`src/rtl/spi_controller.sv`:
```
// SPI mode-0 bus controller: shifts words out on MOSI and in from MISO, MSB first,
// with SCLK derived from clk by a CLK_DIV half-period divider and optional CS-held streaming.
module spi_controller #(
  parameter int DATA_BITS = 8,
  parameter int CLK_DIV   = 2
) (
  input  logic                 i_clk,
  input  logic                 i_reset,
  input  logic [DATA_BITS-1:0] i_tx_data,
  input  logic                 i_tx_valid,
  input  logic                 i_tx_last,
  output logic                 o_tx_ready,
  output logic [DATA_BITS-1:0] o_rx_data,
  output logic                 o_rx_valid,
  output logic                 o_sclk,
  output logic                 o_cs,
  output logic                 o_mosi,
  input  logic                 i_miso
);

  localparam int DIV_W = (CLK_DIV > 1) ? $clog2(CLK_DIV) : 1;
  localparam int BIT_W = $clog2(DATA_BITS + 1);
  localparam logic [DIV_W-1:0] DIV_END = DIV_W'(CLK_DIV - 1);
  localparam logic [BIT_W-1:0] BIT_END = BIT_W'(DATA_BITS - 1);

  typedef enum logic [2:0] {S_IDLE, S_LEAD, S_HIGH, S_LOW, S_TRAIL} state_t;

  state_t                 r_state;
  logic [DIV_W-1:0]       r_div_cnt;
  logic [BIT_W-1:0]       r_bit_cnt;
  logic [DATA_BITS-1:0]   r_tx_shift;
  logic [DATA_BITS-2:0]   r_rx_shift;
  logic                   r_last;
  logic                   r_sclk;
  logic                   r_cs;
  logic                   r_mosi;
  logic [DATA_BITS-1:0]   r_rx_data;
  logic                   r_rx_valid;

  logic                   w_div_end;
  logic                   w_last_bit;
  logic                   w_tx_ready;
  logic                   w_accept;
  logic [DATA_BITS-1:0]   w_rx_word;

  assign w_div_end  = (r_div_cnt == DIV_END);
  assign w_last_bit = (r_state == S_HIGH) && w_div_end && (r_bit_cnt == BIT_END);
  // The mid-frame ready pulse lets the next word chain on without releasing CS.
  assign w_tx_ready = (r_state == S_IDLE) || (w_last_bit && !r_last);
  assign w_accept   = i_tx_valid && w_tx_ready;
  assign w_rx_word  = {r_rx_shift, i_miso};

  always_ff @(posedge i_clk or posedge i_reset) begin
    if (i_reset) begin
      r_state    <= S_IDLE;
      r_div_cnt  <= '0;
      r_bit_cnt  <= '0;
      r_tx_shift <= '0;
      r_rx_shift <= '0;
      r_last     <= 1'b0;
      r_sclk     <= 1'b0;
      r_cs       <= 1'b1;
      r_mosi     <= 1'b0;
      r_rx_data  <= '0;
      r_rx_valid <= 1'b0;
    end else begin
      r_rx_valid <= 1'b0;
      case (r_state)
        S_IDLE: begin
          if (w_accept) begin
            r_tx_shift <= i_tx_data;
            r_mosi     <= i_tx_data[DATA_BITS-1];
            r_last     <= i_tx_last;
            r_bit_cnt  <= '0;
            r_div_cnt  <= '0;
            r_cs       <= 1'b0;
            r_state    <= S_LEAD;
          end
        end
        S_LEAD: begin
          if (w_div_end) begin
            r_div_cnt <= '0;
            r_sclk    <= 1'b1;
            r_state   <= S_HIGH;
          end else begin
            r_div_cnt <= r_div_cnt + 1'b1;
          end
        end
        S_HIGH: begin
          if (w_div_end) begin
            r_div_cnt  <= '0;
            r_sclk     <= 1'b0;
            r_rx_shift <= w_rx_word[DATA_BITS-2:0];
            r_bit_cnt  <= r_bit_cnt + 1'b1;
            if (!w_last_bit) begin
              r_tx_shift <= r_tx_shift << 1;
              r_mosi     <= r_tx_shift[DATA_BITS-2];
              r_state    <= S_LOW;
            end else begin
              r_rx_data  <= w_rx_word;
              r_rx_valid <= 1'b1;
              if (w_accept) begin
                r_tx_shift <= i_tx_data;
                r_mosi     <= i_tx_data[DATA_BITS-1];
                r_last     <= i_tx_last;
                r_bit_cnt  <= '0;
                r_state    <= S_LOW;
              end else begin
                r_state <= S_TRAIL;
              end
            end
          end else begin
            r_div_cnt <= r_div_cnt + 1'b1;
          end
        end
        S_LOW: begin
          if (w_div_end) begin
            r_div_cnt <= '0;
            r_sclk    <= 1'b1;
            r_state   <= S_HIGH;
          end else begin
            r_div_cnt <= r_div_cnt + 1'b1;
          end
        end
        S_TRAIL: begin
          if (w_div_end) begin
            r_div_cnt <= '0;
            r_cs      <= 1'b1;
            r_state   <= S_IDLE;
          end else begin
            r_div_cnt <= r_div_cnt + 1'b1;
          end
        end
        default: r_state <= S_IDLE;
      endcase
    end
  end

  assign o_tx_ready = w_tx_ready;
  assign o_rx_data  = r_rx_data;
  assign o_rx_valid = r_rx_valid;
  assign o_sclk     = r_sclk;
  assign o_cs       = r_cs;
  assign o_mosi     = r_mosi;

endmodule

```
`config.mk`:
```
export PLATFORM = sky130hd
export DESIGN_NAME = spi_controller
export DESIGN_NICKNAME = d
export VERILOG_FILES = /design/src/rtl/spi_controller.sv
export SDC_FILE = /design/constraint.sdc
export NUM_CORES = 1
export LEC_CHECK = 0
export ABC_AREA = 0
export BUFFER_PORTS_ARGS = -buffer_cell sky130_fd_sc_hd__buf_2
export CORE_UTILIZATION = 33
export DETAILED_ROUTE_END_ITERATION = 6
export PLACE_DENSITY = 0.57
export SYNTH_ARGS = -nofsm -noshare
export SYNTH_HDL_FRONTEND = slang
export SYNTH_SLANG_ARGS = --single-unit
```
`constraint.sdc`:
```
create_clock -name i_clk -period 1.7 [get_ports i_clk]
set_input_delay 0.255 -clock i_clk [delete_from_list [all_inputs] [get_ports i_clk]]
set_output_delay 0.255 -clock i_clk [all_outputs]
set_load 0.05 [all_outputs]
```
-- After elaboration in Yosys (flattened, before gate mapping)
Index checks and enable logic that the tools add are counted.
- register bits: 36
- multiplexer cells: 34
- equality and inequality tests: 10
- reduce and logical (&&, ||, !) cells: 22
- $add $sub $neg: 2
- operator list (operator ; count):
    8-bit 2-to-1 mux ; 3
    3-bit 2-to-1 mux ; 6
    4-bit 2-to-1 mux ; 4
    8-bit case mux with 2 select lines ; 1
    3-bit AND reduction ; 5
    1-bit 2-to-1 mux ; 13
    3-bit case mux with 4 select lines ; 1
    1-bit case mux with 2 select lines ; 5
    2-bit inequality test (second input constant) ; 4
    4-bit case mux with 2 select lines ; 1
    2-bit nonzero test ; 4
    3-bit by 2-bit equality test with 1-bit output (second input constant) ; 2
    2-bit AND reduction ; 3
    4-bit by 1-bit adder with 4-bit output (second input constant) ; 1
    4-bit by 3-bit equality test with 1-bit output (second input constant) ; 1
    1-bit logical AND ; 4
    4-bit AND reduction ; 1
    4-bit OR reduction ; 1
    3-bit by 1-bit equality test with 1-bit output (second input constant) ; 1
    3-bit equality test (second input constant) ; 1
    3-bit logical NOT ; 1
    2-bit by 1-bit inequality test with 1-bit output (second input constant) ; 1
    2-bit OR reduction ; 1
    1-bit adder (second input constant) ; 1
    other kinds (2) ; 2

-- Longest topological paths before layout
Gate-level depths: netlist of run 1.
- word-level depth: 10
- depth in mapped cells: 7

-- Least setup slack after synthesis of run 1
OpenSTA, ideal clock, no wires.
- kind: reg-to-reg
- from: register r_state[0]
- to: register r_last
- arrival time: 1.589 ns
- clock period less this slack: 1.717 ns
- cell stages (with the launch flop): 7
- setup slack: -0.017 ns
- path buffers: 2
- cells stage by stage: dfrtp_1 > buf_6 > nand4bb_1 > buf_6 > o32a_4 > nor2_4 > mux2_1
- longest elaborated chain between the ends: 10
- elaborated cells between the ends (all ways): 15
- classes of those cells: eq/ne (3); mux (4); reduce/logical (8)
- RTL lines (element ; line ; RTL):
    start, declared ; 28 ; state_t r_state;
    start signal, assigned ; 55 ; r_state <= S_IDLE;
    start signal, assigned ; 77 ; r_state <= S_LEAD;
    start signal, assigned ; 84 ; r_state <= S_HIGH;
    3-bit by 2-bit equality test with 1-bit output ; 47, 68 ;
    1-bit logical AND (2 in series) ; 47 ; assign w_last_bit = (r_state == S_HIGH) && w_div_end && (r_bit_cnt == BIT_END);
    1-bit logical AND ; 49 ; assign w_tx_ready = (r_state == S_IDLE) || (w_last_bit && !r_last);
    1-bit logical OR ; 49 ;
    1-bit logical AND ; 50 ; assign w_accept = i_tx_valid && w_tx_ready;
    1-bit 2-to-1 mux (3 in series) ; n/a ;
    1-bit case mux with 2 select lines ; 68 ; case (r_state)
    end signal, assigned ; 73 ; r_last <= i_tx_last;
    end signal, assigned ; 105 ; r_last <= i_tx_last;
    end, declared ; 33 ; logic r_last;
Parallel ways exist; a longest one is shown, timed or not. The select of a mux whose other input is x is not followed.
A chain may end at the register's enable or synchronous reset.

-- Final worst setup path of run 1
- from: register r_state[2]
- to: output port o_tx_ready
- longest elaborated chain between the ends: 5
- elaborated cells between the ends (all ways): 6
- classes of those cells: eq/ne (1); reduce/logical (5)
- RTL lines (element ; line ; RTL):
    3-bit by 2-bit equality test with 1-bit output ; 47 ;
    1-bit logical AND (2 in series) ; 47 ;
    1-bit logical AND ; 49 ;
    1-bit logical OR (*) ; 49 ;
    end, declared ; 12 ; output logic o_tx_ready,
Every way passes the cells marked *; elsewhere a longest branch is shown, timed or not.

==> impl_results.md, run 1 <==
- Yosys warns: 0
- # nets final: 204
- Max clock buf depth: 2
- Crit path max-delay cell type: dfrtp_1
- Initial Util: 0.355
- Flop pwr share: 0.377
- IO buf count: 25
- Largest cells by area after synthesis: dfrtp_1 54%, nand2_1 6.9%, mux2_2 5.7%
- CTS tree: yes
- RePlAce Congestion: slightly above 0.8
- WHS: 0.0576 ns
- Comb pwr share: 0.470
- Dpl hpwl: 2320 microns
- Final antenna diode count: 0
- H-tree levels: 2
- Switching power: about 1400 uW
- Routed Antenna Nets: 0
- Syn nets: 157
- CP Data Arrival Time: 1.52 ns
- Ports: 26
- Hold Crit Class: in -> async
- Vias in the first global route: 1272
- Die Y: 71.4 microns
- CTS root buf: clkbuf_8
- CP Cell Sequence: nand4bb_4 > o32a_4 > clkinv_4 > buf_8
- Final Skew: 0.00546 ns
- Via density: 5.05
- Final Hold Viols: 0
- Maximum clock rate: 563 MHz
- Power Dens Cells: 1800 nW/um^2
- Crit path buffers/inverters: 2
- Synth area leader: dfrtp_1
- WL final: 3380 microns
- Critical path's top delay family: flip-flops
- Sw Ratio: 0.402
- Largest net degree at the start of global routing: 36
- Failing checks: DRC, setup timing
- Via count: approximately 1200
- Total power: 3600 uW
- Mapped cell area: 1590 sq um
- Register bit count reported by yosys: 35
- DRC: 4
- Clk slew on worst S/H paths: 0.07 ns
- Core Rows: 24
- Maximum VDD drop: between 1 and 1.5 mV
- Final core occ: 0.447
- TNS Setup: -0.0853 ns
- Post-CTS Hold Fix Bufs: 0
- Clk_lat worst skew: about 0.28 ns
- CP startpoint kind: flip-flop
- Avg Inst Size Synth: 11.1 sq um
- Sequential share of the synthesized area: 0.552
- Clock sinks: 35
- Unrepaired setup endpoints after global routing: yes
- Register area: 878 sq um
- CP max stage delay: approximately 0.4 ns
- Slew Limit Fails: 0
- First-pass GRT wire length: 5870 microns
- Internal: roughly 2100 uW
- Area fraction of the dominant cell type after synthesis: 0.536
- Worst slew pin tran: 0.441 ns
- Total die area: 5090 sq um
- Final period utilization: 1.04
- Core ar.: 4470 sq um
- DR pass1 iterations: 6
- Pleak: 0.000964 uW
- Area of the multi-input gates: 668 sq um
- Crit end category: output port
- Worst Slack Setup Final: -0.0763 ns
- Share of cells above drive strength 1: 0.402
- P&R area growth vs syn: 26.0%
- Crit Path Max Fanout: 3
- WL/cell: around 14 microns
- Final setup fails: 2
- Total grt overflow: 0
- Cells after Synth: 143
- Detailed Route Iter0 Violations: 84
- Clk pwr share: 0.153
- Req. time, crit path: 1.44 ns
- Worst Path Class, Setup: reg -> out
- Slew margin rel.: 0.706
- Minimum clock period: roughly 1.8 ns
- MaxCap Viol Count: 0
- Unique masters post-synth: 36
- CTS Buf Count: 5
- DIE WIDTH: approximately 71 microns
- Status: finished with violations
- Total GRT Usage: 0.149
- Initial antenna violation count: 0
- Fillers: 409
-- worst paths after layout --
check                              start            end  slack (ns)  cells past startpoint
max                           r_state[2]     o_tx_ready       -0.08                      4
min                              i_reset   o_rx_data[0]        0.06                      3
max reg2reg                   r_state[2]         r_last       -0.01                      5
min reg2reg                r_rx_shift[6]  r_rx_shift[6]        0.48                      2
max in group asynchronous        i_reset      r_div_cnt        1.30                      3
min in group i_clk                i_miso  r_rx_shift[0]        0.18                      3
-- area by class of cell --
class / instances / area share
clock buffer: 6 / 0.0363
inverter: 4 / 0.0100
timing repair buffer: 46 / 0.148
multi-input combinational: 98 / 0.334
tap: 52 / 0.0325
sequential: 35 / 0.439
-- cell families (layout without fill, tap and decap cells) --
kind of cell	count (synthesis)	in the layout	share of synthesized area
flip-flops	35	35	0.552
AND/OR/NAND/NOR	59	59	0.188
AO/OA/AOI/OAI	27	27	0.139
XOR/XNOR	2	2	0.0110
buffers and inverters	10	56	0.0386
adder cells (fa/ha/maj)	1	1	0.00788
multiplexers	9	9	0.0638
-- state kept, by name, indices dropped and copies added (netlist names) --
register	count
r_bit_cnt	4
r_state	3
o_cs	1
o_mosi	1
o_sclk	1
o_rx_data	8
r_last	1
r_rx_shift	7
r_div_cnt	1
r_tx_shift	7
o_rx_valid	1
-- synthesized netlist by cell type (all sizes together) --
library cell	count
nand4bb	1
o221a	6
a21o	1
nor4	1
clkinv	1
dfrtp	34
nor2b	3
buf	5
mux2	9
o32a	2
xor2	2
o31ai	3
and4bb	1
a22o	1
or2	7
clkbuf	1
inv	3
o22ai	1
a21oi	7
or3	1
a2111o	1
o21ai	4
nand2	30
dfstp	1
nand3b	1
nand3	3
nor4b	1
ha	1
a2bb2oi	1
nor2	10
-- routing by layer --
layer  share of wire  global-route usage
met5               0                   0
met4           0.022              0.0644
met3           0.041              0.0338
met2            0.46               0.240
met1            0.48               0.194
-- worst min-delay path: cells and delay by family --
kind | cells | cell delay, ns
buffers and inverters | 3 | 0.51
-- power by group through the flow --
stage	Sequential, uW	Clock, uW	Combinational (uW)
finish	1360	549	1690
global route	1410	589	1840
CTS	1340	569	1660
detailed placement	1350	0	1580
global placement	1340	0	1540
floorplan	1550	0	929
-- per-stage QoR --
step           area (sq um)  setup slack [ns]  instances
6_report               2000           -0.0763        241
5_1_grt                2000            -0.119        241
4_1_cts                1970           -0.0697        240
3_5_place_dp           1850            0.0505        229
3_3_place_gp           1850             0.103        229
2_1_floorplan          1590           -0.0168        143
-- cells in the final DEF (no fill, tap or decap), types with 2 or more instances in the layout --
cell / synthesis / layout
mux2_2: 8 / 8
o31ai_1: 3 / 3
xor2_1: 2 / 2
o21ai_0: 4 / 4
inv_1: 3 / 3
a21oi_1: 7 / 7
buf_2: 3 / 24
dfrtp_1: 34 / 33
or2_2: 7 / 7
nand3_1: 3 / 3
clkbuf_8: 0 / 5
nor2b_1: 3 / 3
nor2_1: 8 / 8
o221a_1: 6 / 6
buf_4: 0 / 20
nand2_1: 29 / 29
-- timing repair --
item,in CTS,in global routing
cloned,0,0
endpoints found under the setup margin,1,18
gates resized for setup,3,4
pin swaps,2,0
setup buffers,5,1
Note: power is estimated with default switching activity, not from simulation.
==> run 2: changes to the inputs <==
--- a/config.mk
+++ b/config.mk
@@ -9,6 +9,7 @@
 export BUFFER_PORTS_ARGS = -buffer_cell sky130_fd_sc_hd__buf_2
 export CORE_UTILIZATION = 33
 export DETAILED_ROUTE_END_ITERATION = 6
+export HOLD_SLACK_MARGIN = 0.1
 export PLACE_DENSITY = 0.57
 export SYNTH_ARGS = -nofsm -noshare
 export SYNTH_HDL_FRONTEND = slang
==> run 2 against run 1 <==
Against the previous run:
- the run still ends with DRC, setup timing left
- first-iteration DRC count grew 1.2%
- register-to-register slack hardly changed
- global-route usage stayed put
- clock power hardly changed
- utilization rose by 0.22 points
- power about the same
- critical path type unchanged
- sequential share of layout area fell by 0.22 points
- combinational power barely moved
- highest routed layer unchanged
==> impl_results.md, run 2 (same netlist as run 1, synthesis figures left out) <==
- Comb pwr share: 0.470 (about the same)
- WHS: 0.179 ns (+0.121 ns)
- Final period utilization: 1.04 (about the same)
- First-pass GRT wire length: 5870 microns (unchanged)
- Commonest non-fill, non-tap cell in the layout: dfrtp_1
- Failing checks: DRC, setup timing
- DR pass1 iterations: 6 (unchanged)
- Final Hold Viols: 0 (unchanged)
- Clock sinks: 35 (unchanged)
- Clk_lat worst skew: 0.28 ns (about the same)
- Hold Crit Class: in -> reg
- Final antenna diode count: 0 (unchanged)
- Worst Path Class, Setup: reg -> out
- Maximum VDD drop: 1.15 mV (about the same)
- Area of the multi-input gates: 668 sq um (unchanged)
- Core Rows: 24 (unchanged)
- Flop pwr share: 0.377 (about the same)
- RePlAce Congestion: 0.805 (unchanged)
- Crit end category: output port
- Clk pwr share: 0.153 (about the same)
- Internal: 2150 uW (about the same)
- Routed Antenna Nets: 0 (unchanged)
- Pleak: 0.000968 uW (+0.43%)
- Initial Util: 0.355 (unchanged)
- Final core occ: 0.449 (+0.00224)
- Req. time, crit path: 1.44 ns (about the same)
- Worst Slack Setup Final: -0.0763 ns (-0.0000402 ns)
- Clk slew on worst S/H paths: 0.07 ns (about the same)
- H-tree levels: 2 (unchanged)
- DRC: 4 (unchanged)
- Core ar.: 4470 sq um (unchanged)
- Slew Limit Fails: 0 (unchanged)
- CP Cell Sequence: nand4bb_4 > o32a_4 > clkinv_4 > buf_8
- Switching power: 1450 uW (about the same)
- Status: finished with violations
- Vias in the first global route: 1274 (+0.16%)
- CTS tree: yes
- # nets final: 205 (+0.49%)
- RR Startpoint: r_state[2]
- Largest register FFs: 8 (unchanged)
- Slew margin rel.: 0.706 (about the same)
- P&R area growth vs syn: 26.6%
- Cell Count, Final, Fillers Out: 242 (+0.41%)
- Fillers: 408 (-0.24%)
- Placed insts: 229 (unchanged)
- DIE WIDTH: 71.4 microns (unchanged)
- Final setup fails: 2 (unchanged)
- Unrepaired setup endpoints after global routing: yes
- Minimum clock period: 1.78 ns (+0.0000402 ns)
- Crit path max-delay cell type: dfrtp_1
- MaxCap Viol Count: 0 (unchanged)
- Via density: 5.04 (-0.25%)
- Register area: 878 sq um (unchanged)
- Most frequent cells in the layout: 33 x dfrtp_1, 29 x nand2_1, 24 x buf_2, 20 x buf_4
- CP startpoint kind: flip-flop
- Power Dens Cells: 1790 nW/um^2 (-0.43%)
- WL final: 3380 microns (about the same)
- Crit Path Max Fanout: 3 (unchanged)
- Die Y: 71.4 microns (unchanged)
- Maximum clock rate: 563 MHz (about the same)
- Sw Ratio: 0.402 (about the same)
- Worst hold start: i_miso
- CTS root buf: clkbuf_8
- CP max stage delay: 0.40 ns (about the same)
- Max clock buf depth: 2 (unchanged)
- Total die area: 5090 sq um (unchanged)
- Total GRT Usage: 0.149 (unchanged)
- Ports: 26 (unchanged)
- TNS Setup: -0.0853 ns (-0.0000402 ns)
- Worst slew pin tran: 0.441 ns (+0.0000986 ns)
- WL/cell: 14.0 microns (-0.47%)
- Total grt overflow: 0 (unchanged)
- Final Skew: 0.00546 ns (+0.0000000300 ns)
- IO buf count: 25 (unchanged)
- Dpl hpwl: 2320 microns (unchanged)
- Detailed Route Iter0 Violations: 85 (+1.2%)
- Initial antenna violation count: 0 (unchanged)
- Worst setup path startpoint: r_state[2]
- Largest net degree at the start of global routing: 36 (unchanged)
- Share of cells above drive strength 1: 0.400 (-0.00212)
- CTS Buf Count: 5 (unchanged)
- CP Data Arrival Time: 1.52 ns (about the same)
- Via count: 1220 (+0.16%)
==> run 2: area by class of cell <==
cell class / instances / share of cell area
Tap cell: 52 / 0.0324
Timing Repair Buffer: 47 / 0.152
Multi-Input combinational cell: 98 / 0.332
Clock buffer: 6 / 0.0361
Inverter: 4 / 0.00996
Sequential cell: 35 / 0.437
==> run 2: critical path, delay by kind of cell (launching register included) <==
| kind | cells | cell delay [ns] |
|---|---|---|
| compound gates | 1 | 0.40 |
| buf+inv | 2 | 0.19 |
| flops | 1 | 0.40 |
| simple gates | 1 | 0.24 |
==> run 2: worst paths after layout <==
check | to | cells past startpoint | slack [ns]
worst max-delay path | o_tx_ready | 4 | -0.08
worst min-delay path | r_rx_shift[0] | 3 | 0.18
worst max register to register | r_last | 5 | -0.01
worst min register to register | r_rx_shift[6] | 2 | 0.48
max in group asynchronous | r_div_cnt | 4 | 0.74
min in group asynchronous | o_rx_data[0] | 4 | 0.62
==> run 2: power groups by stage <==
stage                     Clock (uW)  Combinational [uW]  Sequential [uW]
final                            550                1690             1360
after global routing             589                1840             1410
after CTS                        569                1660             1340
after detailed placement           0                1580             1350
after global placement             0                1540             1340
after floorplan                    0                 929             1550
==> run 2: metal layers <==
layer | track usage | vias to the layer above | wire length, microns | part of all wire
li1 | - | 591 | - | -
met3 | 0.0338 | 9 | 140 | 0.041
met4 | 0.0644 | 0 | 73 | 0.022
met2 | 0.240 | 32 | 1550 | 0.46
met5 | 0 | - | 0 | 0
met1 | 0.194 | 588 | 1610 | 0.48
==> run 2: repair_timing <==
item | CTS | global route
buffers inserted | 5 | 1
endpoints found under the setup margin | 1 | 18
hold endpoints to repair | 34 | 0
hold buffers | 1 | 0
pin swaps | 2 | 0
resized for setup | 3 | 4
==> run 2: stage by stage <==
step                power, uW  cell area (sq um)  worst slack [ns]
finish                   3600               2010           -0.0763
global route             3830               2010            -0.119
global placement         2880               1850             0.103
floorplan                2480               1590           -0.0168
CTS                      3570               1980           -0.0697
detailed placement       2930               1850            0.0505
==> run 3: changes to the inputs <==
--- a/config.mk
+++ b/config.mk
@@ -7,10 +7,12 @@
 export LEC_CHECK = 0
 export ABC_AREA = 0
 export BUFFER_PORTS_ARGS = -buffer_cell sky130_fd_sc_hd__buf_2
-export CORE_UTILIZATION = 33
+export CELL_PAD_IN_SITES_DETAIL_PLACEMENT = 1
+export CELL_PAD_IN_SITES_GLOBAL_PLACEMENT = 2
+export CORE_UTILIZATION = 32
 export DETAILED_ROUTE_END_ITERATION = 6
 export HOLD_SLACK_MARGIN = 0.1
-export PLACE_DENSITY = 0.57
+export PLACE_DENSITY_LB_ADDON = 0.1
 export SYNTH_ARGS = -nofsm -noshare
 export SYNTH_HDL_FRONTEND = slang
 export SYNTH_SLANG_ARGS = --single-unit
==> run 3 against run 2 <==
Against the previous run:
- the run ends with setup timing left
- combinational power rose by 4%
- highest routed layer unchanged
- sequential share of layout area fell by 2.1 points
- critical path depth did not move
- global-route usage rose by 1.6 points
- clock power rose by 37%
- cell area rose by 5.3%
- utilization fell by 0.41 points
- largest cell class unchanged
- register-to-register slack got worse by 0.02 ns
- routed wire length rose by 15%
- via count rose by 2.3%
- sequential power barely moved
==> impl_results.md, run 3 (same netlist as run 1, synthesis figures left out) <==
- Status: finished with violations
- Failing checks: setup timing
- Worst hold start: i_miso
- Total GRT Usage: 0.165 (+0.0163)
- Worst Path Class, Setup: reg -> out
- CTS tree: yes
- Req. time, crit path: 1.44 ns (about the same)
- DIE WIDTH: 72.4 microns (+1.5%)
- Minimum clock period: 1.79 ns (+0.0166 ns)
- Cell depth of the worst flop-to-flop path: 5 (unchanged)
- Pleak: 0.00101 uW (+4.5%)
- Switching power: 1540 uW (+6.5%)
- Final period utilization: 1.05 (+0.00975)
- Register area: 880 sq um (+0.14%)
- CP Data Arrival Time: 1.54 ns (+0.02 ns)
- Worst Slack Setup Final: -0.0929 ns (-0.0166 ns)
- Power Dens Cells: 1830 nW/um^2 (+2.3%)
- P&R area growth vs syn: 33.3%
- Final core occ: 0.445 (-0.00412)
- Crit end category: output port
- H-tree levels: 2 (unchanged)
- Sw Ratio: 0.398 (-0.00454)
- Hold Path End: r_rx_shift[0]
- Commonest non-fill, non-tap cell in the layout: dfrtp_1
- Clk pwr share: 0.195 (+0.042)
- WL final: 3870 microns (+15%)
- Largest register FFs: 8 (unchanged)
- Flop pwr share: 0.352 (-0.025)
- MaxCap Viol Count: 0 (unchanged)
- Comb pwr share: 0.453 (-0.017)
- Routed Antenna Nets: 0 (unchanged)
- Total power: 3880 uW (+7.7%)
- WL/cell: 14.8 microns (+5.9%)
- Share of cells above drive strength 1: 0.446 (+0.0462)
- RR Startpoint: r_state[2]
- GRT met3 Usage: 0.0375 (+0.00374)
- Internal: 2340 uW (+8.5%)
- Ports: 26 (unchanged)
- Maximum clock rate: 558 MHz (-0.92%)
- Worst setup path startpoint: r_state[2]
- Initial Util: 0.334 (-0.0209)
- Top Usage Layer GRT: met2
- Via density: 4.76 (-5.5%)
- Final antenna diode count: 0 (unchanged)
- Final setup fails: 5 (+3)
- Finished Cell Area: 2120 sq um (+5.3%)
- Total die area: 5250 sq um (+3.0%)
- Via count: 1248 (+2.3%)
- Initial antenna violation count: 0 (unchanged)
- Clk_lat worst skew: 0.28 ns (about the same)
- Reg2Reg Setup Slack: -0.03 ns (-0.02 ns)
- WHS: 0.168 ns (-0.0108 ns)
- Detailed Route Iter0 Violations: 33 (-61%)
- Hold Crit Class: in -> reg
- Placed Area: 1880 sq um (+1.4%)
- Reg2reg end: r_last
- Clk slew on worst S/H paths: 0.08 ns (about the same)
- CP startpoint kind: flip-flop
- Core ar.: 4750 sq um (+6.3%)
- # nets final: 208 (+1.5%)
- First-pass GRT wire length: 6620 microns (+13%)
- IO buf count: 25 (unchanged)
- Slew margin rel.: 0.696 (-0.0103)
- Crit Path Max Fanout: 3 (unchanged)
- RePlAce Congestion: 0.795 (-1.2%)
- Final Skew: 0.00781 ns (+0.00235 ns)
- Dpl hpwl: 2560 microns (+10%)
- Vias in the first global route: 1337 (+4.9%)
- CTS root buf: clkbuf_8
- CTS Buf Count: 5 (unchanged)
- Fillers: 553 (+36%)
- Total grt overflow: 0 (unchanged)
- Worst slew pin tran: 0.457 ns (+0.0155 ns)
- Clock sinks: 35 (unchanged)
- GR Util met2: 0.269 (+0.0287)
- DRC: 0 (-4)
- Core Rows: 25 (+4.2%)
- Most frequent cells in the layout: 32 x dfrtp_1, 28 x nand2_1, 25 x buf_2, 22 x buf_4
- Met1 Use GR: 0.216 (+0.0227)
- Unrepaired setup endpoints after global routing: yes
- Area of the multi-input gates: 694 sq um (+3.9%)
- Die Y: 72.4 microns (+1.5%)
- Largest net degree at the start of global routing: 36 (unchanged)
- Max clock buf depth: 2 (unchanged)
- Slew Limit Fails: 0 (unchanged)
- Final Hold Viols: 0 (unchanged)
- DR pass1 iterations: 4 (-2)
- Maximum VDD drop: 0.634 mV (-45%)
- Hold depth: 3 (unchanged)
## run 3: cell type report
| class | instances | share of cell area |
|---|---|---|
| Clock buffer | 5 | 0.0325 |
| Clock inverter | 3 | 0.0207 |
| Inverter | 4 | 0.00946 |
| Multi-Input combinational cell | 98 | 0.328 |
| Sequential cell | 35 | 0.415 |
| Tap cell | 67 | 0.0396 |
| Timing Repair Buffer | 50 | 0.154 |
## run 3: worst max-delay path, cell delays in order (launching register included)
cell and delay (ns):
dfrtp_1 0.41, nand4bb_4 0.24, o32a_4 0.39, clkinv_4 0.07, buf_8 0.14
## run 3: how the worst max path moves through the flow
| stage | end |
|---|---|
| after CTS | o_tx_ready |
| after floorplan | r_last |
| final | o_tx_ready |
| after detailed placement | o_tx_ready |
| after global routing | o_tx_ready |
| after global placement | o_tx_ready |
## run 3: per-stage QoR
step | std cells | TNS (ns) | setup slack, ns
global route | 262 | -0.746 | -0.151
finish | 262 | -0.129 | -0.0929
detailed placement | 245 | 0 | 0.0377
CTS | 262 | -0.128 | -0.104
global placement | 245 | 0 | 0.0559
floorplan | 143 | -0.0874 | -0.0168
## run 3: what timing repair did
item,CTS,global route
hold buffers,1,0
hold endpoints to repair,34,0
gates cloned,0,1
gates resized for setup,8,7
setup endpoints to repair,1,18
setup buffers,8,0
pin swaps,3,3
## run 3: metal layers
layer  up-vias  wire (microns)
li1        604               -
met3         4             115
met5         -               0
met2        24            1930
met1       616            1790
met4         0              34
## run 3: power by group through the flow
stage,clock network [uW],logic [uW],registers (uW)
floorplan,0,929,1550
global placement,0,1550,1360
detailed placement,0,1580,1380
CTS,781,1740,1370
global route,809,1950,1420
finish,756,1760,1360
